**src/rtl/fir_sequencer.sv**
```systemverilog
// -----------------------------------------------------------------------------
// fir_sequencer
//
// Control FSM for the 4-tap FIR datapath. Each accepted sample runs a fixed
// eleven-cycle micro-op program on the register-file ALU:
//   shift history (R4<-R3, R3<-R2, R2<-R1), load the new sample into R1, then
//   R0 = R1*F0 - R2*F1 + R3*F2 - R4*F3 using R9 as product scratch.
// It also sequences coefficient loads (F0..F3 into R5..R8) and reports
// aborted sequences (ALU overflow, or the sample vanishing before it is
// stored).
//
// Register map: R0 result, R1..R4 sample history (R1 newest),
//               R5..R8 coefficients F0..F3, R9 product scratch.
//
// Ports:
//   clk       system clock
//   n_rst     asynchronous active-low reset
//   dr        data ready; must still be high when the sample is stored
//   lc        load-coefficient request, held until modwait is seen high
//   overflow  combinational ALU overflow for the op currently issued
//   cnt_up    sample-counter increment, one cycle per stored sample
//   clear     sample-counter clear, issued with the F0 load
//   modwait   sequencer busy
//   op        datapath opcode (NOP/COPY/LOAD1/LOAD2/ADD/SUB/MUL)
//   src1/src2 ALU operand register selects (0 when unused)
//   dest      write-back register select (0 for NOP)
//   err       sequence aborted
//
// Build option:
//   FIR_SEQ_STICKY_ERR_EN  when defined, err stays set across later sample
//                          sequences and clears only when an F0 coefficient
//                          load starts (or on reset). Otherwise err is high
//                          only while parked in the error-idle state.
// -----------------------------------------------------------------------------
module fir_sequencer #(
    parameter int REG_SEL_BITS = 4
) (
    input  logic                    clk,
    input  logic                    n_rst,
    input  logic                    dr,
    input  logic                    lc,
    input  logic                    overflow,
    output logic                    cnt_up,
    output logic                    clear,
    output logic                    modwait,
    output logic [2:0]              op,
    output logic [REG_SEL_BITS-1:0] src1,
    output logic [REG_SEL_BITS-1:0] src2,
    output logic [REG_SEL_BITS-1:0] dest,
    output logic                    err
);

    // State encoding
    localparam logic [3:0] S_IDLE   = 4'd0;
    localparam logic [3:0] S_SHIFT3 = 4'd1;
    localparam logic [3:0] S_SHIFT2 = 4'd2;
    localparam logic [3:0] S_SHIFT1 = 4'd3;
    localparam logic [3:0] S_STORE  = 4'd4;
    localparam logic [3:0] S_MUL1   = 4'd5;
    localparam logic [3:0] S_MUL2   = 4'd6;
    localparam logic [3:0] S_SUB1   = 4'd7;
    localparam logic [3:0] S_MUL3   = 4'd8;
    localparam logic [3:0] S_ADD1   = 4'd9;
    localparam logic [3:0] S_MUL4   = 4'd10;
    localparam logic [3:0] S_SUB2   = 4'd11;
    localparam logic [3:0] S_EIDLE  = 4'd12;
    localparam logic [3:0] S_LOADC  = 4'd13;
    localparam logic [3:0] S_WAITC  = 4'd14;

    // Datapath opcodes
    localparam logic [2:0] OP_NOP   = 3'd0;
    localparam logic [2:0] OP_COPY  = 3'd1;
    localparam logic [2:0] OP_LOAD1 = 3'd2;
    localparam logic [2:0] OP_LOAD2 = 3'd3;
    localparam logic [2:0] OP_ADD   = 3'd4;
    localparam logic [2:0] OP_SUB   = 3'd5;
    localparam logic [2:0] OP_MUL   = 3'd6;

    // Register selects
    localparam logic [REG_SEL_BITS-1:0] R0 = REG_SEL_BITS'(0);
    localparam logic [REG_SEL_BITS-1:0] R1 = REG_SEL_BITS'(1);
    localparam logic [REG_SEL_BITS-1:0] R2 = REG_SEL_BITS'(2);
    localparam logic [REG_SEL_BITS-1:0] R3 = REG_SEL_BITS'(3);
    localparam logic [REG_SEL_BITS-1:0] R4 = REG_SEL_BITS'(4);
    localparam logic [REG_SEL_BITS-1:0] R5 = REG_SEL_BITS'(5);
    localparam logic [REG_SEL_BITS-1:0] R6 = REG_SEL_BITS'(6);
    localparam logic [REG_SEL_BITS-1:0] R7 = REG_SEL_BITS'(7);
    localparam logic [REG_SEL_BITS-1:0] R8 = REG_SEL_BITS'(8);
    localparam logic [REG_SEL_BITS-1:0] R9 = REG_SEL_BITS'(9);

    logic [3:0] state_q, state_d;
    logic [1:0] k_q, k_d;          // next coefficient slot to load
    logic       alu_state;

    // States whose op can raise the ALU overflow flag
    assign alu_state = (state_q >= S_MUL1) && (state_q <= S_SUB2);

    // -------------------------------------------------------------------------
    // Next state
    // -------------------------------------------------------------------------
    always_comb begin
        state_d = state_q;
        k_d     = k_q;
        case (state_q)
            S_IDLE, S_EIDLE: begin
                // A new sample wins over a coefficient request.
                if (dr)      state_d = S_SHIFT3;
                else if (lc) state_d = S_LOADC;
            end
            S_SHIFT3: state_d = S_SHIFT2;
            S_SHIFT2: state_d = S_SHIFT1;
            // The sample is latched on the edge that enters STORE; if dr has
            // already gone away there is nothing to load, so the sequence is
            // abandoned before STORE ever issues LOAD1/cnt_up.
            S_SHIFT1: state_d = dr ? S_STORE : S_EIDLE;
            S_STORE:  state_d = S_MUL1;
            S_MUL1:   state_d = S_MUL2;
            S_MUL2:   state_d = S_SUB1;
            S_SUB1:   state_d = S_MUL3;
            S_MUL3:   state_d = S_ADD1;
            S_ADD1:   state_d = S_MUL4;
            S_MUL4:   state_d = S_SUB2;
            S_SUB2:   state_d = S_IDLE;
            S_LOADC:  state_d = S_WAITC;
            S_WAITC: begin
                if (!lc) begin
                    state_d = S_IDLE;
                    k_d     = k_q + 2'd1;   // wraps F3 -> F0
                end
            end
            default:  state_d = S_IDLE;
        endcase
        // The faulting op still issues this cycle; only the successor changes.
        if (alu_state && overflow) state_d = S_EIDLE;
    end

    always_ff @(posedge clk or negedge n_rst) begin
        if (!n_rst) begin
            state_q <= S_IDLE;
            k_q     <= 2'd0;
        end else begin
            state_q <= state_d;
            k_q     <= k_d;
        end
    end

    // -------------------------------------------------------------------------
    // Moore output decode
    // -------------------------------------------------------------------------
    always_comb begin
        op      = OP_NOP;
        src1    = R0;
        src2    = R0;
        dest    = R0;
        cnt_up  = 1'b0;
        clear   = 1'b0;
        modwait = 1'b1;
        case (state_q)
            S_IDLE, S_EIDLE: modwait = 1'b0;
            S_SHIFT3: begin op = OP_COPY;  src1 = R3; dest = R4; end
            S_SHIFT2: begin op = OP_COPY;  src1 = R2; dest = R3; end
            S_SHIFT1: begin op = OP_COPY;  src1 = R1; dest = R2; end
            S_STORE:  begin op = OP_LOAD1; dest = R1; cnt_up = 1'b1; end
            S_MUL1:   begin op = OP_MUL;   src1 = R1; src2 = R5; dest = R0; end
            S_MUL2:   begin op = OP_MUL;   src1 = R2; src2 = R6; dest = R9; end
            S_SUB1:   begin op = OP_SUB;   src1 = R0; src2 = R9; dest = R0; end
            S_MUL3:   begin op = OP_MUL;   src1 = R3; src2 = R7; dest = R9; end
            S_ADD1:   begin op = OP_ADD;   src1 = R0; src2 = R9; dest = R0; end
            S_MUL4:   begin op = OP_MUL;   src1 = R4; src2 = R8; dest = R9; end
            S_SUB2:   begin op = OP_SUB;   src1 = R0; src2 = R9; dest = R0; end
            S_LOADC: begin
                op    = OP_LOAD2;
                dest  = R5 + REG_SEL_BITS'(k_q);
                // Starting a fresh coefficient set restarts the sample count.
                clear = (k_q == 2'd0);
            end
            S_WAITC:  op = OP_NOP;
            default:  modwait = 1'b0;
        endcase
    end

    // -------------------------------------------------------------------------
    // Error flag
    // -------------------------------------------------------------------------
`ifdef FIR_SEQ_STICKY_ERR_EN
    logic err_q, err_d;

    always_comb begin
        err_d = err_q;
        if (state_d == S_EIDLE)
            err_d = 1'b1;
        else if (state_d == S_LOADC && k_q == 2'd0)
            err_d = 1'b0;
    end

    always_ff @(posedge clk or negedge n_rst) begin
        if (!n_rst) err_q <= 1'b0;
        else        err_q <= err_d;
    end

    assign err = err_q;
`else
    assign err = (state_q == S_EIDLE);
`endif

endmodule

```
**config.mk**
```make
export PLATFORM = sky130hd
export DESIGN_NAME = fir_sequencer
export DESIGN_NICKNAME = d
export VERILOG_FILES = /design/src/rtl/fir_sequencer.sv
export SDC_FILE = /design/constraint.sdc
export NUM_CORES = 1
export LEC_CHECK = 0
export CAP_MARGIN = 0
export CORE_MARGIN = 4
export CORE_UTILIZATION = 48
export DETAILED_ROUTE_END_ITERATION = 8
export PLACE_DENSITY = 0.83
export SLEW_MARGIN = 0
export SYNTH_ARGS = -nofsm -noshare
export SYNTH_HDL_FRONTEND = slang
export SYNTH_SLANG_ARGS = --single-unit
```
**constraint.sdc**
```tcl
create_clock -name clk -period 4.6 [get_ports clk]
set_input_delay 0.92 -clock clk [delete_from_list [all_inputs] [get_ports clk]]
set_output_delay 0.92 -clock clk [all_outputs]
set_load 0.1 [all_outputs]
```
==> run_results.csv <==
group,metric,value,unit
synthesis,yosys.area_share.simple,0.3009,
finish,nets,127,
sta,final_hold_viol_count,0,
sta,grt_setup_unrepaired,"false",
global_route,grt_antenna_before_repair,0,
synthesis,synth_enable_flop_cells,0,
sta,worst_setup_skew_after_layout,0.002192,ns
worst_hold_path,hold_path_class,"reg2reg",
global_route,overflow,0,
detailed_routing,post_drt_wl_per_cell,14.56,um
clock_network,numCtsBuffers,3,
critical_path,critical_path.startpoint,"state_q[0]$_DFFE_PN0P_",
critical_path,critPathCaptureType,"primary output",
clock_network,cts_num_sinks,6,
sta,final.setup.tns,0,ns
detailed_routing,detailroute.via_count,827,
detailed_routing,drtIter0Drc,29,
global_route,grt_max_degree,26,
critical_path,worst_setup_path_start_kind,"flop",
clock_network,cts_setup_buffers,0,
sta,tightest_slew,0.9880,ns
clock_network,post_cts_hold_buffer_count,0,
detailed_routing,drcViolationCount,0,
clock_network,max_clock_buf_depth,2,
placed_design,place.gp.congestion,0.8240,
finish,final_layout_size_suffix_gt1_frac,0.1017,
die,fp.dieW,46.72,um
die,floorplan.initialDensity,0.5329,
clock_network,htreeDepth,1,
sta,setup_viol_count_final,0,
synthesis,yosys-mux-area-fraction,0.01565,
die,fp.dieArea,2182,um2
detailed_routing,firstDrtPassIters,4,
synthesis,post_synth_num_cell_types,37,
finish,area.growth.synth_to_final,27.30,%
critical_path,regToRegSetupSlack,2.69,ns
clock_network,cts_resized,0,
synthesis,synth_area_per_cell,6.918,um2
flow_run,max-cap-violations,0,
synthesis,synth.net_count,111,
finish,most-common-layout-cells,"18 x clkdlybuf4s50_1, 16 x nor2_1, 10 x o21ai_0",
synthesis,share_of_synthesized_cell_area_in_full_adder_half_adder_and_majority_cells,0.03478,
synthesis,synthesized_area_fraction_occupied_by_ao_oa_aoi_and_oai_cells,0.3096,
critical_path,timing.rr.start,"state_q[3]$_DFFE_PN0P_",
die,fp-row-count,13,
critical_path,crit_type,"reg2out",
placed_design,buffer_ports.inserted,22,
clock_network,clockRootBuffer,"clkbuf_4",
clock_network,cts_tree,"done",
die,io_pins,24,
synthesis,synthXorXnorAreaFrac,0.01217,
detailed_routing,aggregate_routed_wire_length,1937,um
worst_hold_path,hold_path.startpoint,"k_q[1]$_DFFE_PN0P_",
sta,finalMaxSlewViolations,0,
detailed_routing,detail-route-antenna-nets,0,
synthesis,synth.yosys.warnings,0,
global_route,grt_util_all_layers,0.2088,
finish,fillers,129,
sta,fmax,266.4,MHz
finish,diodes,0,
finish,layout_commonest_cell,"clkdlybuf4s50_1",
synthesis,post_synth_inst_count,104,
detailed_routing,drt-vias-per-instance,6.218,
die,fp.coreArea,1350,um2
global_route,first_global_vias,723,
synthesis,async_reset_ff_frac,1.000,
critical_path,worstPathArrival,2.83,ns
clock_network,worst_skew_pair.late_latency,0.25,ns
synthesis,netlist_area,719.4,um2
outcome,run_status,"finished, final reports clean",
critical_path,critical_path_required,3.68,ns
clock_network,clk_pin_slew,0.04,ns
synthesis,synth-seq-cells,6,
sta,relative_slew_margins,0.3393,
critical_path,critical_path_peak_fanout,21,
synthesis,synth_top_family_by_area,"compound AO/OA/AOI/OAI gates",
placed_design,hpwl,1441,um
synthesis,synth_seq_area_share,0.2087,
sta,part_of_the_cycle_the_worst_path_needs,0.8159,
die,chipHeight,46.72,um
global_route,grt_first_pass_wirelength,3194,um
synthesis,ys_dominant_reg_cell,"dfrtp_1",
sta,period_needed,3.753,ns
synth_stat cells (2+ instances only):
master	n	share of area
dfrtp_1	6	0.21
nor2b_1	4	0.035
clkbuf_1	7	0.037
buf_2	2	0.014
a211oi_1	3	0.031
nor3_1	2	0.014
o21ai_0	10	0.070
nand2_1	7	0.037
and3_1	3	0.026
ha_1	2	0.035
inv_1	6	0.031
a21oi_1	5	0.035
nor2_1	16	0.083
nand2b_1	3	0.026
o22ai_1	6	0.052
cell type report:
type	count	area (um2)	share of cell area
multi-input cells	80	488.0	0.5328
repair buffers	22	210.2	0.2295
flip-flops and latches	6	150.1	0.1639
inverters	7	26.28	0.02869
clock buffers	3	22.52	0.02459
well taps	15	18.77	0.02049
worst paths after layout:
check	end	cells past startpoint
worst max-delay path	dest[1]	4
worst min-delay path	k_q[1]$_DFFE_PN0P_	1
worst max register to register	k_q[1]$_DFFE_PN0P_	3
worst min register to register	k_q[1]$_DFFE_PN0P_	1
max in group asynchronous	state_q[1]$_DFFE_PN0P_	1
min in group asynchronous	k_q[0]$_DFFE_PN0P_	1
critical path, stage by stage, from the launching register on:
cell             delay [ns]
dfrtp_1                0.76
inv_1                  0.19
nor2_1                 0.28
a32o_1                 0.22
clkdlybuf4s50_1        1.13
metrics by stage:
step	std cells	hold WS (ns)	util	instance area, um2	worst slack [ns]
2_1_floorplan	104	0.5076	-	719.4	0.5467
3_3_place_gp	130	0.5260	0.6617	893.4	1.159
3_5_place_dp	130	0.5395	0.6617	893.4	1.167
4_1_cts	133	0.5489	0.6784	915.9	0.8772
5_1_grt	133	0.5796	0.6784	915.9	0.7107
6_report	133	0.5454	0.6784	915.9	0.8466
registers in the layout (all words and copies together), names as in the netlist:
register  flops
k_q           2
state_q       4
layer usage:
layer | part of all wire | vias to the layer above | global-route usage
met4 | 0.038 | 0 | 0.1492
met3 | 0.077 | 10 | 0.05078
met5 | 0 | - | 0
li1 | - | 400 | -
met2 | 0.45 | 38 | 0.3022
met1 | 0.43 | 379 | 0.2687
kinds of logic (layout without fill, tap and decap cells):
logic type,after synthesis,count (layout)
AOI/OAI and AO/OA,34,34
adders and majority gates,2,2
DFF,6,6
other,1,1
and+or+nand+nor,41,41
buffers and inverters,18,32
xor gates and xnor gates,1,1
muxes,1,1
Power is not shown: default switching activity piles up to over one toggle a cycle in this logic, so the estimate is an artifact.
